--- src/rtl/gba_irq_pkg.sv ---
// Shared definitions for the GBA interrupt controller: CPSR IRQ mode code,
// default source count and level mask, and the source index map.
package gba_irq_pkg;

  localparam logic [4:0]  CPSR_IRQ           = 5'b10010;
  localparam int unsigned N_SRC_DEFAULT      = 14;
  localparam logic [31:0] LEVEL_MASK_DEFAULT = '0;

  typedef enum int unsigned {
    IRQ_VBLANK  = 0,
    IRQ_HBLANK  = 1,
    IRQ_VCOUNT  = 2,
    IRQ_TIMER0  = 3,
    IRQ_TIMER1  = 4,
    IRQ_TIMER2  = 5,
    IRQ_TIMER3  = 6,
    IRQ_SERIAL  = 7,
    IRQ_DMA0    = 8,
    IRQ_DMA1    = 9,
    IRQ_DMA2    = 10,
    IRQ_DMA3    = 11,
    IRQ_KEYPAD  = 12,
    IRQ_GAMEPAK = 13
  } irq_src_e;

endpackage

--- src/rtl/irq_src_cell.sv ---
// One interrupt source: optional 2-flop synchronizer (IRQ_SYNC_EN),
// edge/level hit detection and the sticky request flag (set wins over clear).
module irq_src_cell #(
  parameter bit LEVEL = 1'b0
) (
  input  logic clock,
  input  logic reset,
  input  logic src,
  input  logic clr,
  output logic flag
);

  logic s;
  logic samp_q, samp_d;
  logic flag_q, flag_d;
  logic hit;

`ifdef IRQ_SYNC_EN
  logic sync1_q, sync1_d;
  logic sync2_q, sync2_d;

  // Synchronizer next-state.
  always_comb begin
    sync1_d = src;
    sync2_d = sync1_q;
  end

  // Synchronizer flops, cleared on reset.
  always_ff @(posedge clock or posedge reset) begin
    if (reset) begin
      sync1_q <= 1'b0;
      sync2_q <= 1'b0;
    end else begin
      sync1_q <= sync1_d;
      sync2_q <= sync2_d;
    end
  end

  assign s = sync2_q;
`else
  assign s = src;
`endif

  // Hit detection and flag next-state.
  always_comb begin
    samp_d = s;
    hit    = LEVEL ? s : (s & ~samp_q);
    flag_d = (flag_q & ~clr) | hit;
  end

  // Previous-sample and flag registers.
  always_ff @(posedge clock or posedge reset) begin
    if (reset) begin
      samp_q <= 1'b0;
      flag_q <= 1'b0;
    end else begin
      samp_q <= samp_d;
      flag_q <= flag_d;
    end
  end

  assign flag = flag_q;

endmodule

--- src/rtl/irq_ctrl_n.sv ---
// Interrupt controller top: per-source flag cells, enable masking, lowest-index
// priority encoder and the registered active-low nIRQ line.
// Build option: define IRQ_SYNC_EN to synchronize every source with 2 flops.
module irq_ctrl_n
  import gba_irq_pkg::*;
#(
  parameter int unsigned N_SRC      = N_SRC_DEFAULT,
  parameter logic [31:0] LEVEL_MASK = LEVEL_MASK_DEFAULT,
  parameter int unsigned ID_W       = (N_SRC > 1) ? $clog2(N_SRC) : 1
) (
  input  logic             clock,
  input  logic             reset,
  input  logic [N_SRC-1:0] src,
  input  logic             ime,
  input  logic [N_SRC-1:0] reg_ie,
  input  logic             ack_we,
  input  logic [N_SRC-1:0] ack_data,
  input  logic [4:0]       cpu_mode,
  output logic [N_SRC-1:0] reg_if,
  output logic             irq_pending,
  output logic [ID_W-1:0]  irq_id,
  output logic             nIRQ
);

  logic [N_SRC-1:0] clr;
  logic [N_SRC-1:0] masked;
  logic             nirq_q, nirq_d;
  logic             found;

  assign clr = ack_we ? ack_data : '0;

  for (genvar i = 0; i < N_SRC; i++) begin : g_cell
    irq_src_cell #(
      .LEVEL(LEVEL_MASK[i])
    ) u_cell (
      .clock(clock),
      .reset(reset),
      .src  (src[i]),
      .clr  (clr[i]),
      .flag (reg_if[i])
    );
  end

  // Masking and lowest-index-first priority encode.
  always_comb begin
    masked      = reg_if & reg_ie;
    irq_pending = |masked;
    irq_id      = '0;
    found       = 1'b0;
    for (int unsigned i = 0; i < N_SRC; i++) begin
      if (masked[i] && !found) begin
        irq_id = ID_W'(i);
        found  = 1'b1;
      end
    end
    nirq_d = ~(ime & irq_pending & (cpu_mode != CPSR_IRQ));
  end

  // Registered nIRQ, deasserted (high) on reset.
  always_ff @(posedge clock or posedge reset) begin
    if (reset) nirq_q <= 1'b1;
    else       nirq_q <= nirq_d;
  end

  assign nIRQ = nirq_q;

endmodule

--- config.mk ---
export PLATFORM = sky130hd
export DESIGN_NAME = irq_ctrl_n
export DESIGN_NICKNAME = d
export VERILOG_FILES = /design/src/rtl/gba_irq_pkg.sv /design/src/rtl/irq_src_cell.sv /design/src/rtl/irq_ctrl_n.sv
export SDC_FILE = /design/constraint.sdc
export NUM_CORES = 1
export LEC_CHECK = 0
export BUFFER_PORTS_ARGS = -buffer_cell sky130_fd_sc_hd__buf_4
export CAP_MARGIN = 5
export CORE_MARGIN = 2
export CORE_UTILIZATION = 47
export CTS_CLUSTER_DIAMETER = 200
export DETAILED_ROUTE_END_ITERATION = 10
export GPL_ROUTABILITY_DRIVEN = 0
export PLACE_DENSITY = 0.83
export SKIP_LAST_GASP = 1
export SYNTH_ARGS = -nofsm -noshare
export SYNTH_HDL_FRONTEND = slang
export SYNTH_SLANG_ARGS = --single-unit
--- constraint.sdc ---
create_clock -name clock -period 2.9 [get_ports clock]
set_clock_uncertainty 0.05 [all_clocks]
set_input_delay 0.145 -clock clock [delete_from_list [all_inputs] [get_ports clock]]
set_output_delay 0.145 -clock clock [all_outputs]
set_load 0.05 [all_outputs]
Word level (Yosys, flattened, before mapping) --
Cells that the tools add are included.
Storage, ports and cells: latch bits 0, memories kept 0, memory bits (read-only) 0, flip-flop bits (word level) 29, RAM bits 0, output and inout port bits 20
Operators by class: add/subtract/negate cells 0, mux-type cells 27, bitwise operators 74, multiply operators 0, reductions and logical operators 27, equality and inequality tests 1, div/mod/pow operators 0, shift-type cells 0, magnitude comparators 0
Operators by type and width (number):
- $mux 4 | 12
- $and 1x1->1 | 30
- $not 1->1 | 29
- $and 14x14->14 | 1
- $mux 1 | 14
- $mux 14 | 1
- $or 1x1->1 | 14
- $reduce_or 14->1 | 1
- $logic_and 1x1->1 | 13
- $logic_not 1->1 | 13
- $ne 5x5->1 const B | 1

Depth between registers and ports, before layout --
word-level depth 41, depth in mapped cells 5

Modules after synthesis --
Synthesis repeated with hierarchy kept, for this count alone.
Second synthesis, totals: cell total of the unflattened synthesis 137, area total of the unflattened synthesis 1387.6 um^2
By module, submodules not included:
- irq_src_cell | seq. area each 50.0 um^2, area an instance 73.8 um^2, instances 14, cells each 6
- irq_ctrl_n | seq. area each 26.3 um^2, area an instance 354.1 um^2, instances 1, cells each 53

Least setup slack after synthesis --
Ideal clock, no wire load.
kind reg2out, start register g_cell[5].u_cell.flag_q, end output irq_id[0], path slack 0.735 ns, path buffers 0, data arrival time 1.970 ns, stages on the path, launching flop included 6, cells stage by stage dfrtp_1 a22oi_2 nand4_2 a2111oi_2 a21oi_1 a31oi_1
On the way: longest elaborated chain between the ends 27
Ends and longest elaborated chain:
- start: declaration | RTL line irq_src_cell.sv:15 | logic flag_q, flag_d;
- start signal: assignment | RTL line irq_src_cell.sv:58 | flag_q <= flag_d;
- $and 14x14->14 * | RTL line irq_ctrl_n.sv:46 | masked = reg_if & reg_ie;
- $logic_and 1x1->1 * | RTL line irq_ctrl_n.sv:51 | if (masked[i] && !found) begin
- $mux 1 | RTL line irq_ctrl_n.sv:51
- $logic_not 1->1 | RTL line irq_ctrl_n.sv:51
- $logic_and 1x1->1 | RTL line irq_ctrl_n.sv:51
- $mux 1 | RTL line irq_ctrl_n.sv:51
- $logic_not 1->1 | RTL line irq_ctrl_n.sv:51
- $logic_and 1x1->1 | RTL line irq_ctrl_n.sv:51
- [11 not listed]
- $logic_and 1x1->1 | RTL line irq_ctrl_n.sv:51
- $mux 1 | RTL line irq_ctrl_n.sv:51
- $logic_not 1->1 | RTL line irq_ctrl_n.sv:51
- $logic_and 1x1->1 | RTL line irq_ctrl_n.sv:51
- $mux 1 | RTL line irq_ctrl_n.sv:51
- $logic_not 1->1 | RTL line irq_ctrl_n.sv:51
- $logic_and 1x1->1 | RTL line irq_ctrl_n.sv:51
- $mux 4 * | RTL line irq_ctrl_n.sv:51
- end: declaration | RTL line irq_ctrl_n.sv:21 | output logic [ID_W-1:0] irq_id,
Every way passes the cells marked *; elsewhere a longest branch is shown, timed or not.

Worst setup path after layout --
Ends and elaborated chain as after synthesis.

==> impl_results.md <==
* Boundary Pins at 71
* Power Total at 0.001148 W
* FF+latch count, synth at 29
* Gate count after technology mapping at 136
* First-pass GRT wire length at 5526 um
* Utilization after layout at 0.7432
* Worst Path Max Fanout at 5
* Largest net degree at the start of global routing at 30
* Critical Path AT at roughly 2100 ps
* Syn_nets at approximately 190
* Fillcell total at around 210
* Worst setup EP type: output port
* Die width at approximately 57 um
* H-tree levels at 2
* Share of cells above drive strength 1 at 0.3953
* Number of global-route vias before repair at approximately 1300
* Die height at 57.22 um
* Worst slack, placed at about 1000 ps
* Min-Delay Path Class: in2async
* Minimum clock period at between 2000 and 2500 ps
* CTS resizes at 0
* PnR worst setup slack at 602.5 ps
* WP buf/inv at 1
* M2 GR Usage at 0.3990
* # nets final at roughly 270
* Grt ovf at 0
* Mapped cell area at roughly 1300 um^2
* Fmax at about 440 MHz
* Most Used Layer, Global Route: met2
* Worst slew margin at 0.2917
* Synthesis Warnings at 0
* Critical path type: reg2out
* Outcome: finished, final reports clean
* M3 GR Usage at 0.09524
* Area Growth Syn to Fin at 52.63%
* Least-Margin Pin Slew at 1061 ps
* CP max stage delay at between 400 and 500 ps
* Residual DRC at 0
* Critical path's slowest cell: dfrtp_1
* DR pass1 iterations at 4
* GR Util All Layers at 0.2284
* Final Setup Violations at 0
* Initial antenna violation count at 0
* I/O Buffers at 70
* Maximum vdd drop at around 0.00052 V
* Design area at around 2000 um^2
* DRT antenna net count at 0
* DP HPWL at 2534 um
* Root Driver: clkbuf_4
* Maximum buffer depth of the clock tree at 2
* Max Slew Vio Count at 0
* Sequential share of the synthesized area at 0.5461
* Fin crit share at 0.7922
* First DRT Iteration DRCs at 46
* Dpl cell area at roughly 1800 um^2
* Setup TNS at 0 ps
* FP Rows at 19
* Data required, critical path at approximately 2700 ps
* Startpoint types: flip-flop
* Synth cell types at 23
* Post CTS Setup Buffer Count at 0
* Clock sinks at 29
* WL per Instance at about 14 um
* CTS buffer count at 5
* Pwr dens at 565.0 nW/um^2
* Number of vias per cell at roughly 5.1
* Crit-path cells: a22oi_2 > nand4_2 > a2111oi_2 > a21oi_1 > a31oi_1 > buf_4
* CTS Hold Bufs at 16
* Lkg Pwr at 1.048 nW
* Core Region at 2734 um^2
* Met1 usage at 0.2342
* Starting Density at 0.4870
* Avg Inst Size Synth at between 9 and 10 um^2
* Clk_lat worst skew at 330 ps
* Worst-path clk slew at approximately 90 ps
* TritonCTS clock tree: done
* Endpoints failing hold at 0
* RSZ-0062 raised after global routing: no
* Die area at ~3300 um^2
* Max-cap violations at 0
* ANT cells at 0
* CP delay by family, top: compound AO/OA/AOI/OAI gates
* Final wirelength at roughly 3500 um
* Vias at approximately 1300
-- cell usage after synthesis --
| master | count | area (um^2) |
|---|---|---|
| o21ai_0 | 15 | 75.07 |
| a32o_1 | 2 | 20.02 |
| a21oi_1 | 1 | 5.000 |
| nand3_1 | 1 | 5.000 |
| nand2_1 | 38 | 142.6 |
| clkbuf_1 | 1 | 3.750 |
| nor3b_2 | 1 | 12.51 |
| a22oi_2 | 3 | 37.54 |
| dfrtp_1 | 28 | 700.7 |
| nor4b_1 | 1 | 8.760 |
| o211ai_1 | 1 | 7.510 |
| and2_1 | 1 | 6.260 |
| a32oi_1 | 1 | 8.760 |
| dfstp_2 | 1 | 26.28 |
| a31oi_1 | 3 | 18.77 |
| inv_1 | 16 | 60.06 |
| a22o_1 | 1 | 8.760 |
| a22oi_1 | 3 | 22.52 |
| a2111oi_2 | 1 | 15.01 |
| buf_4 | 14 | 105.1 |
| nand4_2 | 1 | 12.51 |
| a22oi_4 | 1 | 21.27 |
| a21boi_0 | 1 | 7.510 |
-- cell type report --
class / count / area (um^2) / area share
multi-input combinational: 76 / 435.4 / 0.2143
clock inverter: 1 / 30.03 / 0.01478
clock buffer: 7 / 55.05 / 0.02709
inverter: 16 / 60.06 / 0.02956
timing repair buffer: 86 / 685.7 / 0.3374
sequential: 29 / 726.9 / 0.3578
tap: 31 / 38.79 / 0.01909
-- metrics by stage --
stage / hold slack (ps) / cells
finish: 27.12 / 246
global placement: 213.6 / 222
floorplan: 126.4 / 136
detailed placement: 214.3 / 222
CTS: 20.17 / 246
global route: 33.76 / 246
-- state kept, by name, indices dropped and copies added, names as in the netlist --
signal                count
g_cell.u_cell.samp_q     14
nIRQ                      1
g_cell.u_cell.flag       14
-- cell usage in the layout (no fill, tap or decap), types with 2 or more instances in the layout --
cell type	synthesis	routed
a22oi_1	3	3
a22oi_2	3	3
a31oi_1	3	3
a32o_1	2	2
buf_4	14	70
clkbuf_4	0	5
dfrtp_1	28	28
dlygate4sd3_1	0	16
inv_1	16	16
nand2_1	38	38
o21ai_0	15	15
-- kinds of logic after synthesis --
kind of cell	Yosys count	synth area share
flip-flops	29	0.5461
AO/OA/AOI/OAI	33	0.1861
AND/OR/NAND/NOR	43	0.1410
buffers and inverters	31	0.1269
-- metal layers --
| layer | share of wire | routed length, um |
|---|---|---|
| met1 | 0.37 | 1266 |
| met2 | 0.53 | 1823 |
| met3 | 0.085 | 295 |
| met4 | 0.023 | 78 |
| met5 | 0 | 0 |
-- path summary, 6_finish.rpt --
kind                                                     from                               end  slack, ps  cells after the start
max                           g_cell[5].u_cell.flag$_DFF_PP0_                         irq_id[0]        600                      6
min                                                     reset  g_cell[13].u_cell.flag$_DFF_PP0_         30                      2
max reg2reg                   g_cell[5].u_cell.flag$_DFF_PP0_                    nIRQ$_DFF_PP1_        860                      6
min reg2reg                g_cell[13].u_cell.samp_q$_DFF_PP0_  g_cell[13].u_cell.flag$_DFF_PP0_        370                      1
max in group asynchronous                               reset   g_cell[1].u_cell.flag$_DFF_PP0_       2140                      2
min in group clock                                ack_data[0]   g_cell[0].u_cell.flag$_DFF_PP0_         30                      4
-- power breakdown --
group          switching, W  internal [W]  leakage, nW
Combinational      0.000200      0.000133        0.671
Clock              0.000139      0.000206       0.0455
Sequential        0.0000318      0.000438        0.332
Total              0.000371      0.000777         1.05
(Power assumes the default switching activity.)
